===== src/rtl/program_loader.sv =====
// Loads a length-prefixed, big-endian program image from the UART byte stream
// into instruction memory, one 32-bit word per write.
module program_loader #(
    parameter int INST_SIZE = 10
) (
    input  logic                 clk,
    input  logic                 rst,
    input  logic                 start,
    input  logic [7:0]           rx_data,
    input  logic                 rx_ready,
    input  logic                 ferr,
    output logic                 imem_we,
    output logic [INST_SIZE-1:0] imem_addr,
    output logic [31:0]          imem_din,
    output logic                 busy,
    output logic                 done,
    output logic                 err,
    output logic [31:0]          count,
    output logic [31:0]          checksum,
    output logic [2:0]           state_dbg
);

    typedef enum logic [2:0] {
        S_IDLE = 3'd0,
        S_LEN  = 3'd1,
        S_DATA = 3'd2,
        S_DONE = 3'd3,
        S_ERR  = 3'd4
    } state_t;

    localparam logic [31:0]        MAX_WORDS = 32'd1 << INST_SIZE;
    localparam logic [INST_SIZE:0] IDX_ONE   = (INST_SIZE+1)'(1);

    state_t                 state_q;
    logic [1:0]             byte_cnt_q;
    logic [31:0]            word_q;
    logic [31:0]            word_d;
    logic [INST_SIZE:0]     len_q;
    logic [INST_SIZE:0]     idx_q;
    logic                   imem_we_q;
    logic [INST_SIZE-1:0]   imem_addr_q;
    logic [31:0]            imem_din_q;
    logic                   busy_q;
    logic                   done_q;
    logic                   err_q;
    logic [31:0]            count_q;
    logic [31:0]            checksum_q;

    // The word including the byte on rx_data; used whenever the 4th byte arrives.
    assign word_d = {word_q[23:0], rx_data};

    always_ff @(posedge clk) begin
        if (rst) begin
            state_q     <= S_IDLE;
            byte_cnt_q  <= 2'd0;
            word_q      <= 32'd0;
            len_q       <= '0;
            idx_q       <= '0;
            imem_we_q   <= 1'b0;
            imem_addr_q <= '0;
            imem_din_q  <= 32'd0;
            busy_q      <= 1'b0;
            done_q      <= 1'b0;
            err_q       <= 1'b0;
            count_q     <= 32'd0;
            checksum_q  <= 32'd0;
        end else begin
            imem_we_q <= 1'b0;
            if (start && !busy_q) begin
                state_q    <= S_LEN;
                byte_cnt_q <= 2'd0;
                idx_q      <= '0;
                count_q    <= 32'd0;
                checksum_q <= 32'd0;
                busy_q     <= 1'b1;
                done_q     <= 1'b0;
                err_q      <= 1'b0;
            end else if (busy_q && rx_ready) begin
                if (ferr) begin
                    // Faulty byte is dropped; earlier writes and totals stand.
                    state_q <= S_ERR;
                    busy_q  <= 1'b0;
                    err_q   <= 1'b1;
                end else begin
                    word_q     <= word_d;
                    byte_cnt_q <= byte_cnt_q + 2'd1;
                    if (byte_cnt_q == 2'd3) begin
                        if (state_q == S_LEN) begin
                            if (word_d == 32'd0) begin
                                state_q <= S_DONE;
                                busy_q  <= 1'b0;
                                done_q  <= 1'b1;
                            end else if (word_d > MAX_WORDS) begin
                                state_q <= S_ERR;
                                busy_q  <= 1'b0;
                                err_q   <= 1'b1;
                            end else begin
                                len_q   <= word_d[INST_SIZE:0];
                                state_q <= S_DATA;
                            end
                        end else begin
                            imem_we_q   <= 1'b1;
                            imem_addr_q <= idx_q[INST_SIZE-1:0];
                            imem_din_q  <= word_d;
                            count_q     <= count_q + 32'd1;
                            checksum_q  <= checksum_q + word_d;
                            idx_q       <= idx_q + IDX_ONE;
                            if (idx_q + IDX_ONE == len_q) begin
                                state_q <= S_DONE;
                                busy_q  <= 1'b0;
                                done_q  <= 1'b1;
                            end
                        end
                    end
                end
            end
        end
    end

    assign imem_we   = imem_we_q;
    assign imem_addr = imem_addr_q;
    assign imem_din  = imem_din_q;
    assign busy      = busy_q;
    assign done      = done_q;
    assign err       = err_q;
    assign count     = count_q;
    assign checksum  = checksum_q;
    assign state_dbg = state_q;

endmodule


===== config.mk =====
export PLATFORM = sky130hd
export DESIGN_NAME = program_loader
export DESIGN_NICKNAME = d
export VERILOG_FILES = /design/src/rtl/program_loader.sv
export SDC_FILE = /design/constraint.sdc
export NUM_CORES = 1
export LEC_CHECK = 0
export BUFFER_PORTS_ARGS = -buffer_cell sky130_fd_sc_hd__buf_4
export CORE_AREA = 2 2 197 122
export CTS_CLUSTER_SIZE = 14
export DETAILED_ROUTE_END_ITERATION = 6
export DIE_AREA = 0 0 199 124
export HOLD_SLACK_MARGIN = 0.1
export PLACE_DENSITY = 0.65
export SYNTH_ARGS = -nofsm -noshare
export SYNTH_HDL_FRONTEND = slang
export SYNTH_SLANG_ARGS = --single-unit

===== constraint.sdc =====
create_clock -name clk -period 8.7 [get_ports clk]
set_input_delay 1.74 -clock clk [delete_from_list [all_inputs] [get_ports clk]]
set_output_delay 1.74 -clock clk [all_outputs]
set_load 0.1 [all_outputs]

---- Yosys cells after proc, flatten, opt, wreduce, memory -nomap -nowiden ----
Index checks and enable logic that the tools add are counted.
word-level totals
  register bits after elaboration ......... 161
  latch bits .............................. 0
  bits in writable memories ............... 0
  ROM bits ................................ 0
  output and inout port bits .............. 113
  memories ................................ 0
cells by class
  add/sub/neg operators ................... 4
  $mul .................................... 0
  divide/modulo/power cells ............... 0
  order comparisons ....................... 1
  equality and inequality tests ........... 6
  shifts and indexed selects .............. 0
  mux-type cells .......................... 25
  bitwise gates (word level) .............. 7
  reductions and logical operators ........ 24
operators with widths
  operator               number
  $add 32x1->32 const B  1
  $add 32x32->32         1
  $gt 32x11->1 const B   1
  $logic_not 32->1       1
  $mux 1                 19
  $mux 3                 6
  $reduce_and 5->1       3
  $add 11x1->11 const B  1
  $eq 11x11->1           1
  $reduce_bool 2->1      5
  $reduce_and 3->1       3
  $reduce_and 4->1       2
  $not 1->1              7
  $reduce_and 7->1       1
  $reduce_bool 3->1      2
  $ne 5x3->1 const B     1
  $reduce_or 5->1        1
  $reduce_bool 4->1      1
  $eq 3x1->1 const B     1
  $add 2x1->2 const B    1
  $eq 2x2->1 const B     1
  $logic_and 1x1->1      2
  $ne 2x1->1 const B     1
  $ne 2x2->1 const B     1
  3 further kinds        3

---- Longest topological paths before layout ----
Gate-level depths: netlist of the first run.
  depth after elaboration ................. 8
  mapped depth ............................ 11
  gate-level depth less buffers ........... 11

---- Least setup slack after synthesis of the first run ----
OpenSTA, ideal clock, no wires.
  path kind ............................... input-to-reg
  start point ............................. in rx_data[0]
  end point ............................... reg checksum_q[28], in the netlist checksum[28]
  arrival time ............................ 3.822 ns
  required time ........................... 8.578 ns
  setup slack ............................. 4.757 ns
  stages .................................. 11
  cell sequence ........................... ha_1 fa_1 a21oi_1 and4b_1 o2111ai_1 a41oi_1 o211ai_1 a21oi_1 a211oi_1 or4_1 nand3_1
on the way
  cells in the longest elaborated chain, start to end .. 1
ends and longest elaborated chain
  what                    RTL line  text
  start: declaration      9         input logic [7:0] rx_data,
  $add 32x32->32          106       checksum_q <= checksum_q + word_d;
  end signal: assignment  106
  end: declaration        47        logic [31:0] checksum_q;
Every way passes these cells.
A chain may end at the register's enable or synchronous reset.

---- Worst setup path after layout of the first run ----
Ends and elaborated chain as after synthesis.

==> results of run 1 <==
-- cell usage in the layout, fill, tap and decap left out, types with 3 or more instances in the layout --
cell | synthesis | layout
nor2b_1 | 3 | 3
ha_1 | 34 | 34
and4_1 | 4 | 4
or2_2 | 4 | 4
nor4_1 | 10 | 10
nor2_1 | 66 | 66
and2_1 | 4 | 4
mux2i_1 | 12 | 12
o211ai_1 | 5 | 5
a211o_1 | 3 | 3
buf_4 | 0 | 130
a31oi_1 | 7 | 7
o31ai_1 | 4 | 4
inv_1 | 16 | 16
xor2_1 | 36 | 36
a21oi_1 | 137 | 137
bufinv_16 | 0 | 3
nand3_1 | 32 | 31
nor3_1 | 9 | 9
nand2_1 | 220 | 220
and3_1 | 13 | 13
a21o_1 | 11 | 11
o21a_1 | 3 | 3
xnor2_1 | 36 | 36
nand4b_1 | 3 | 3
or4_1 | 4 | 4
nand4_1 | 16 | 16
a211oi_1 | 4 | 4
o21ai_0 | 35 | 35
dfxtp_1 | 161 | 161
clkbuf_16 | 0 | 17
or3_1 | 14 | 14
clkbuf_1 | 46 | 3
-- synthesized netlist by cell type, types with 2 or more instances --
| cell type | instances | area share, % |
|---|---|---|
| buf_2 | 5 | 0.32 |
| o211ai_1 | 5 | 0.48 |
| dfxtp_1 | 161 | 41 |
| nor2b_1 | 3 | 0.24 |
| o21ai_0 | 35 | 2.2 |
| nor4_1 | 10 | 0.79 |
| or3_1 | 14 | 1.1 |
| inv_1 | 16 | 0.76 |
| o31ai_1 | 4 | 0.38 |
| or4_1 | 4 | 0.38 |
| nand4b_1 | 3 | 0.33 |
| o21bai_1 | 2 | 0.19 |
| a211oi_1 | 4 | 0.38 |
| nand2b_1 | 3 | 0.24 |
| a211o_1 | 3 | 0.33 |
| and2_1 | 4 | 0.32 |
| a21oi_1 | 137 | 8.7 |
| ha_1 | 34 | 5.4 |
| nor3_1 | 9 | 0.57 |
| xor2_1 | 36 | 4.0 |
| xnor2_1 | 36 | 4.0 |
| a31oi_1 | 7 | 0.55 |
| nand4_1 | 16 | 1.3 |
| nor2_1 | 66 | 3.1 |
| a41oi_1 | 2 | 0.22 |
| and4_1 | 4 | 0.44 |
| o21a_1 | 3 | 0.28 |
| buf_6 | 2 | 0.28 |
| nand2_1 | 220 | 10 |
| or2_2 | 4 | 0.32 |
| nand3_1 | 32 | 2.0 |
| mux2i_1 | 12 | 1.5 |
| and3_1 | 13 | 1.0 |
| a21o_1 | 11 | 1.0 |
| nor3_2 | 2 | 0.25 |
| o211a_1 | 2 | 0.25 |
| clkbuf_1 | 46 | 2.2 |
-- power by group --
group          internal [mW]  leakage [nW]  total [mW]  switching [mW]
Sequential             0.739          1.30       0.743         0.00383
Clock                  0.465         0.286       0.778           0.312
Combinational         0.0142          2.27      0.0580          0.0438
Total                   1.22          3.86        1.58           0.360
-- worst max-delay path by stage --
stage	from	to	slack, ns	depth (start not counted)
3_3_place_gp	rx_data[0]	checksum[26]	4.23	12
5_1_grt	rx_data[0]	checksum[28]	4.36	12
6_report	rx_data[0]	checksum[28]	4.46	12
2_1_floorplan	rx_data[0]	checksum[28]	4.76	11
3_5_place_dp	rx_data[0]	checksum[28]	4.16	12
4_1_cts	rx_data[0]	checksum[28]	4.60	12
-- per-layer routing --
layer	part of all wire (%)	vias to the layer above	track usage [%]
li1	-	3628	-
met4	1.3	0	5.74
met1	52	3447	27.8
met5	0	-	0
met3	6.0	22	4.17
met2	40	217	27.1
-- layout make-up --
cell class,instances,area [sq um]
fill,2312,13100
multi-input combinational,763,4410
clock buffer,22,464
timing repair buffer,130,976
clock inverter,9,133
tap,315,394
sequential,161,3220
inverter,16,60.1
-- state kept, by name, summed over array words and instances (netlist names), 2 cells and up --
signal,cells
checksum,32
count,32
imem_din,32
word_q,24
idx_q,11
len_q,11
imem_addr,10
state_dbg,3
byte_cnt_q,2
-- metrics by stage --
| step | std cells | total power [mW] | utilization (%) | hold WS [ns] | instance area, sq um |
|---|---|---|---|---|---|
| after global routing | 1416 | 1.63 | 42.5 | 0.482 | 9660 |
| after CTS | 1416 | 1.60 | 42.5 | 0.458 | 9660 |
| after detailed placement | 1385 | 0.817 | 39.8 | 0.449 | 9070 |
| after global placement | 1385 | 0.817 | 39.8 | 0.443 | 9070 |
| after floorplan | 993 | 0.797 | - | 0.440 | 7900 |
| final | 1416 | 1.58 | 42.5 | 0.455 | 9660 |
-- worst min-delay path: cells and delay by family, from the launching register on --
family | cells | cell delay [ns]
compound gates | 1 | 0.05
flops | 1 | 0.31
simple gates | 1 | 0.05
-- logic make-up (layout without fill, tap and decap cells) --
kind of cell	Yosys count	in the layout	share of synthesized area [%]
flip-flops	161	161	40.8
adder cells (fa/ha/maj)	35	35	5.64
buffers and inverters	69	177	3.55
XOR/XNOR	72	72	7.98
AO/OA/AOI/OAI	228	228	16.6
AND/OR/NAND/NOR	416	416	23.9
multiplexers	12	12	1.52
==> run summary, run 1 <==
Sink Count = 161
share of synthesized registers carrying an async set or reset = 0%
minimum clock period = 4.24 ns
share of cells above drive strength 1 = 16.0%
Num CTS Buffers = 17
Fin Setup TNS = 0 ns
max-slew violations = 0
worst rel slew slack = 35.2%
R2R setup slack = 5.59 ns
drt via density = 5.17
count of cell types in the netlist = 60
post-synthesis sequential area ratio = 40.8%
Hold Crit Depth = 2
CP max stage cell = fa_1
routed vias = 7,314
antenna violations before repair = 0
pin count of the biggest net entering global routing = 88
antenna-violating nets left = 0
clk_lat worst skew = 0.43 ns
# port buffers = 125
Die H = 124 microns
hold endpoint = imem_din[27]
Fin. Hold Viols = 0
Synth warnings = 0
Syn Area/Cell = 7.96 sq um
clk slew on worst S/H paths = 0.07 ns
worst-margin pin slew = 0.971 ns
CP max stage delay = 0.42 ns
Syn Nets = 1,041
Routability Congestion = 0.873
status = complete, no violations
Post-Syn Instances = 993
dpl ws = 4.16 ns
final setup vio count = 0
die area = 0.0247 sq mm
Highest Clock Rate = 236 MHz
CTS root buf = clkbuf_16
final period utilization = 48.7%
Reg-to-Reg End = checksum[28]
drc violations = 0
worst endpoint required time = 9.07 ns
Startpoint Class = primary input
Static Leak = 3.86 nW
routed len/inst = 16.2 microns
Crit. End Element = flip-flop
RSZ-0062 raised after global routing = no
first-pass GRT wire length = 36,000 microns
Arrival @ worst endpoint = 4.61 ns
Post-CTS Setup Inserts = 0
Resized cells post-CTS = 0
final WL = 23,000 microns
worst-path fanout max = 5
ant diodes = 0
Worst VDD drop = 0.000153 V
global route total overflow = 0
vias in the first global route = 6,563
type of the worst min-delay path = reg -> reg
Main synth FF type = dfxtp_1
power density over the cells = 163 mW/mm^2
Iter 0 DRT Violations = 549
Crit path top cell by count = a21oi_1
Syn Std Cell Area = 0.00790 sq mm
CTS tree = yes
Setup WS post-layout = 4.46 ns
IO Pins = 126
area grow syn2layout = 22.3%
htree depth = 4
Hold Path Origin = imem_din[27]
number of synthesized register bits = 161
maxcap violations = 0
Rows = 43
Core Region = 0.0228 sq mm
Pre-Repair DR Iteration Count = 5
WS Path Type = in -> reg
FF-to-FF path depth = 11
worst path cell trace = buf_4 > ha_1 > fa_1 > a21oi_1 > and4b_1 > o2111ai_1 > a41oi_1 > o211ai_1 > a21oi_1 > a211oi_1 > nand4_1 > nand3_1
Initial Util = 34.7%
Largest delay share family, worst path = compound AO/OA/AOI/OAI gates
Buf+Inv Stages, Crit Path = 1
Setup Skew = 0.00709 ns
EDFF count, synth = 0
DP HPWL = 16,000 microns
CTS Buffer Depth = 2
Hold Buf Count CTS = 0
Nets = 1,137
reg2reg start = checksum[0]
gr usage total = 18.8%
Die X = 199 microns
Power figures use the tool's default switching activity.
==> run 2, diff against run 1 <==
ABC_AREA = 1   (was default)
CORE_AREA = 2 2 208 128   (was 2 2 197 122)
DIE_AREA = 0 0 210 130   (was 0 0 199 124)
PLACE_DENSITY = 0.67   (was 0.65)
clock period = 3.7 ns   (was 8.7 ns; I/O delays follow)
==> run 2 against run 1 <==
Via count increased by 17%. Global-route usage increased by 1.7 points. Clock skew increased by 0.0047 ns. Hold slack got worse by 0.0040 ns. Sequential power increased by 140%. Worst setup slack got worse by 3.4 ns. Critical path type unchanged. Critical endpoint is now checksum[20].
==> run summary, run 2 <==
clk slew on worst S/H paths = 0.06 ns (about the same)
power density over the cells = 355 mW/mm^2 (+120%)
vias in the first global route = 7,713 (+18%)
antenna-violating nets left = 0 (unchanged)
Sink Count = 161 (unchanged)
# port buffers = 125 (unchanged)
share of synthesized registers carrying an async set or reset = 0% (unchanged)
IO Pins = 126 (unchanged)
htree depth = 4 (unchanged)
Sw Pwr = 0.943 mW (+160%)
clk_lat worst skew = 0.44 ns (about the same)
Setup WS post-layout = 1.09 ns (-3.37 ns)
Die X = 210 microns (+5.5%)
first-pass GRT wire length = 43,000 microns (+20%)
Initial Util = 34.1% (-0.60 points)
most numerous cell in the Yosys netlist = nand2_1
area of the multi-input gates = 0.00481 sq mm (+8.9%)
Crit. End Element = flip-flop
max-slew violations = 0 (unchanged)
Syn Nets = 1,310 (+26%)
drc violations = 0 (unchanged)
worst-path fanout max = 5 (unchanged)
Hold Buf Count CTS = 0 (unchanged)
Setup Skew = 0.0118 ns (+0.00468 ns)
register area = 0.00322 sq mm (unchanged)
Num CTS Buffers = 17 (unchanged)
Static Leak = 4.73 nW (+23%)
CTS Buffer Depth = 2 (unchanged)
Clock power frac = 47.2% (-2.1 points)
Syn Area/Cell = 6.96 sq um (-13%)
Worst VDD drop = 0.000292 V (+91%)
worst-margin pin slew = 0.902 ns (-0.0691 ns)
antenna violations before repair = 0 (unchanged)
Routability Congestion = 0.923 (+5.6%)
maxcap violations = 0 (unchanged)
Fin. Hold Viols = 0 (unchanged)
share of cells above drive strength 1 = 14.4% (-1.6 points)
Post-CTS Setup Inserts = 0 (unchanged)
commonest non-fill, non-tap cell in the layout = nand2_1
Net Sw Frac = 25.1% (+2.3 points)
Core Region = 0.0257 sq mm (+13%)
CTS root buf = clkbuf_16
Die H = 130 microns (+4.8%)
status = complete, no violations
Main synth FF type = dfxtp_1
Arrival @ worst endpoint = 2.95 ns (-1.66 ns)
DP HPWL = 21,000 microns (+31%)
Synth warnings = 0 (unchanged)
most frequent cells after synthesis = nand2_1 (235), nor2_1 (217), dfxtp_1 (161)
Highest Clock Rate = 383 MHz
pin count of the biggest net entering global routing = 81 (-8.0%)
Seq pwr share = 47.1% (about the same)
number of synthesized register bits = 161 (unchanged)
drt via density = 5.01 (-3.1%)
count of cell types in the netlist = 45 (-25%)
worst endpoint required time = 4.04 ns (-5.03 ns)
Rows = 46 (+7.0%)
FILL cells = 2,622 (+13%)
ranking of synthesized cells by area = dfxtp_1 (37%), nand2_1 (10%), nor2_1 (9.3%), inv_1 (6.2%), a211oi_1 (5.1%)
WS Path Type = in -> reg
Startpoint Class = primary input
final period utilization = 70.5%
final setup vio count = 0 (unchanged)
Post-Syn Instances = 1,262 (+27%)
combinational share of power = 5.7% (+2.0 points)
Iter 0 DRT Violations = 745 (+36%)
Syn Std Cell Area = 0.00878 sq mm (+11%)
global route total overflow = 0 (unchanged)
die area = 0.0273 sq mm (+11%)
routed vias = 8,584 (+17%)
type of the worst min-delay path = reg -> reg
Fin Setup TNS = 0 ns (unchanged)
CTS tree = yes
EDFF count, synth = 0 (unchanged)
area grow syn2layout = 20.6%
largest area contributor in the netlist = dfxtp_1
Synth top area share = 36.7% (-4.1 points)
final WL = 27,800 microns (+21%)
ant diodes = 0 (unchanged)
worst rel slew slack = 39.9% (+4.6 points)
Resized cells post-CTS = 0 (unchanged)
RSZ-0062 raised after global routing = no
post-synthesis sequential area ratio = 36.7% (-4.1 points)
gr usage total = 20.5% (+1.7 points)
minimum clock period = 2.61 ns
Pre-Repair DR Iteration Count = 5 (unchanged)
dpl ws = 0.639 ns (-3.52 ns)
commonest cells after routing, fill and taps aside = nand2_1 (235), nor2_1 (216), dfxtp_1 (161)
routed len/inst = 16.2 microns (about the same)
internal power = 2.81 mW (+130%)
Nets = 1,414 (+24%)
==> run 2: changes by cell type in the layout (fill, tap and decap cells not counted), sizes merged, moves of 26 or more <==
cell    before  now
a211oi       5   60
a21oi      137   76
inv         16  152
xnor2       36   10
nor2        67  230
nand3       33   73
==> run 2: final timing paths <==
path	from	end	slack, ns	cells after the start
max	rx_data[0]	checksum[20]	1.09	15
max reg2reg	word_q[6]	checksum[19]	1.22	10
min reg2reg	err	err	0.45	2
min	err	err	0.45	2
==> run 2: cell families after synthesis <==
family	synth area share, %
fa+ha+maj	5.07
simple gates	30.4
flops	36.7
compound gates	15.5
buf+inv	8.55
xor+xnor	3.69
==> run 2: metal layers <==
layer	GRT usage [%]	part of all wire (%)
met3	5.03	8.1
met2	26.9	38
met5	0	0
met1	31.8	53
met4	6.42	1.7
==> run 2: critical path, stage by stage <==
cell     delay [ns]
buf_4          0.14
ha_1           0.22
fa_1           0.41
nand3_1        0.09
nand3_1        0.11
a21oi_1        0.33
o21ai_1        0.22
nand2_1        0.09
nand2_1        0.09
a21oi_1        0.20
inv_1          0.06
nand2_1        0.06
nand3_1        0.06
nand2_1        0.09
inv_1          0.03
==> run 2: layout make-up <==
class	count	area share (%)
clock buffer	23	4.61
inverter	149	5.28
sequential	161	30.5
clock inverter	9	0.887
tap	336	3.97
timing repair buffer	132	9.36
multi-input combinational	905	45.4
==> run 2: through the flow <==
stage	total power, mW	hold slack (ns)	std cells	area, sq um	utilization (%)
finish	3.75	0.451	1715	10600	41.1
detailed placement	2.02	0.445	1683	10000	38.9
global placement	2.02	0.442	1683	10000	38.9
global route	3.88	0.493	1715	10600	41.1
CTS	3.79	0.455	1715	10600	41.1
floorplan	1.94	0.458	1262	8780	-
==> run 2: power groups by stage <==
| stage | combinational (mW) | clock [mW] | sequential [mW] |
|---|---|---|---|
| final | 0.214 | 1.77 | 1.77 |
| after global routing | 0.234 | 1.88 | 1.77 |
| after CTS | 0.213 | 1.81 | 1.77 |
| after detailed placement | 0.212 | 0 | 1.81 |
| after global placement | 0.209 | 0 | 1.81 |
| after floorplan | 0.125 | 0 | 1.81 |
==> run 3, diff against run 2 <==
PLACE_DENSITY = 0.65   (was 0.67)
clock period = 2.6 ns   (was 3.7 ns; I/O delays follow)
==> run 3 against run 2 <==
Register-to-register slack worse by 0.98 ns. Sequential power up 42%. Clock skew decreased by 0.0019 ns. Worst setup slack lost 0.85 ns. Largest power group is now clock. Clock power grew 49%. Final area up 1.2%.
==> run summary, run 3 (same netlist as run 2, synthesis figures left out) <==
htree depth = 4 (unchanged)
power density over the cells = 510 mW/mm^2 (+44%)
gr usage total = 20.6% (+0.11 points)
max-slew violations = 0 (unchanged)
Hold Buf Count CTS = 0 (unchanged)
dpl ws = -0.0957 ns (-0.735 ns)
reg2reg start = checksum[0]
final WL = 27,900 microns (about the same)
worst rel slew slack = 57.1% (+17 points)
Post-CTS Setup Inserts = 0 (unchanged)
antenna violations before repair = 0 (unchanged)
vias in the first global route = 7,547 (-2.2%)
global route total overflow = 0 (unchanged)
Startpoint Class = flip-flop
Highest Clock Rate = 424 MHz
worst-path fanout max = 3 (-2)
pin count of the biggest net entering global routing = 143 (+77%)
Fin. Hold Viols = 0 (unchanged)
final setup vio count = 0 (unchanged)
clk slew on worst S/H paths = 0.06 ns (about the same)
Pre-Repair DR Iteration Count = 5 (unchanged)
Iter 0 DRT Violations = 839 (+13%)
drc violations = 0 (unchanged)
Core Region = 0.0257 sq mm (unchanged)
area grow syn2layout = 22.0%
first-pass GRT wire length = 43,300 microns (+0.69%)
die area = 0.0273 sq mm (unchanged)
Initial Util = 34.1% (unchanged)
CTS Buffer Depth = 2 (unchanged)
share of cells above drive strength 1 = 15.2% (+0.76 points)
area of the multi-input gates = 0.00481 sq mm (about the same)
FILL cells = 2,674 (+2.0%)
commonest cells after routing, fill and taps aside = nand2_1 (235), nor2_1 (216), dfxtp_1 (160)
Setup Skew = 0.00986 ns (-0.00191 ns)
commonest non-fill, non-tap cell in the layout = nand2_1
final period utilization = 90.7%
CP startpoint = checksum[0]
Arrival @ worst endpoint = 2.69 ns (-0.26 ns)
Setup WS post-layout = 0.243 ns (-0.849 ns)
register area = 0.00322 sq mm (about the same)
clk_lat worst skew = 0.45 ns (about the same)
type of the worst min-delay path = in -> reg
maxcap violations = 0 (unchanged)
status = complete, no violations
RSZ-0062 raised after global routing = no
worst endpoint required time = 2.93 ns (-1.11 ns)
Nets = 1,425 (+0.78%)
minimum clock period = 2.36 ns
Die X = 210 microns (unchanged)
drt via density = 5.05 (+0.82%)
Worst VDD drop = 0.000372 V (+27%)
antenna-violating nets left = 0 (unchanged)
routed vias = 8,705 (+1.4%)
Sink Count = 161 (unchanged)
CTS tree = yes
ant diodes = 0 (unchanged)
routed len/inst = 16.1 microns (-0.50%)
WS Path Type = reg -> reg
Die H = 130 microns (unchanged)
Static Leak = 4.80 nW (+1.5%)
WHS = 0.405 ns (-0.0466 ns)
IO Pins = 126 (unchanged)
Rows = 46 (unchanged)
CTS root buf = clkbuf_16
Hold Path Origin = rx_data[2]
Routability Congestion = 0.944 (+2.3%)
Num CTS Buffers = 17 (unchanged)
DP HPWL = 21,300 microns (+1.6%)
worst-margin pin slew = 0.644 ns (-0.259 ns)
# port buffers = 125 (unchanged)
Crit. End Element = flip-flop
[run 3: final cells by class]
| cell class | count | share of cell area, % |
|---|---|---|
| clock inverters | 11 | 1.41 |
| repair buffers | 143 | 10.3 |
| flip-flops and latches | 161 | 30.1 |
| well taps | 336 | 3.92 |
| inverters | 149 | 5.22 |
| clock buffers | 20 | 4.17 |
| multi-input cells | 905 | 44.9 |
[run 3: worst max-delay path: stages, from the launching register on]
cell,delay (ns)
dfxtp_2,0.34
ha_1,0.21
fa_1,0.41
nand3_1,0.09
nand3_1,0.14
a21oi_2,0.18
buf_4,0.14
o21ai_1,0.07
buf_4,0.16
a21oi_1,0.15
or2_1,0.12
nand3_1,0.06
o211ai_1,0.11
inv_1,0.05
[run 3: path summary, 6_finish.rpt]
path / cells after the start / slack (ns) / endpoint
hold / removal: 3 / 0.40 / len_q[2]
hold reg to reg: 2 / 0.45 / done
setup reg to reg: 13 / 0.24 / checksum[16]
setup / recovery: 13 / 0.24 / checksum[16]
[run 3: power by group]
part	total (mW)	leakage (nW)	internal [mW]	switching [mW]
combinational	0.316	3.21	0.0889	0.227
sequential	2.51	1.30	2.49	0.0288
clock	2.63	0.292	1.54	1.09
total	5.46	4.80	4.12	1.34
[run 3: per-stage QoR]
| step | total power [mW] | TNS [ns] | std cells | utilization [%] | area [sq um] |
|---|---|---|---|---|---|
| after floorplan | 2.76 | 0 | 1262 | - | 8780 |
| after global placement | 2.88 | -0.511 | 1694 | 39.3 | 10100 |
| after detailed placement | 2.88 | -0.691 | 1694 | 39.3 | 10100 |
| after CTS | 5.50 | 0 | 1725 | 41.6 | 10700 |
| after global routing | 5.64 | 0 | 1725 | 41.6 | 10700 |
| final | 5.46 | 0 | 1725 | 41.6 | 10700 |
[run 3: repair_timing]
| item | in CTS | in global routing |
|---|---|---|
| gates resized for setup | 0 | 1 |
| setup endpoints to repair | 0 | 1 |
| endpoints found under the hold margin | 0 | 0 |
[run 3: metal layers]
| layer | GRT usage [%] | up-vias | wire length [microns] |
|---|---|---|---|
| met4 | 5.97 | 0 | 369 |
| met3 | 5.37 | 28 | 2090 |
| li1 | - | 4397 | - |
| met2 | 26.1 | 287 | 10300 |
| met5 | 0 | - | 0 |
| met1 | 32.8 | 3993 | 15100 |
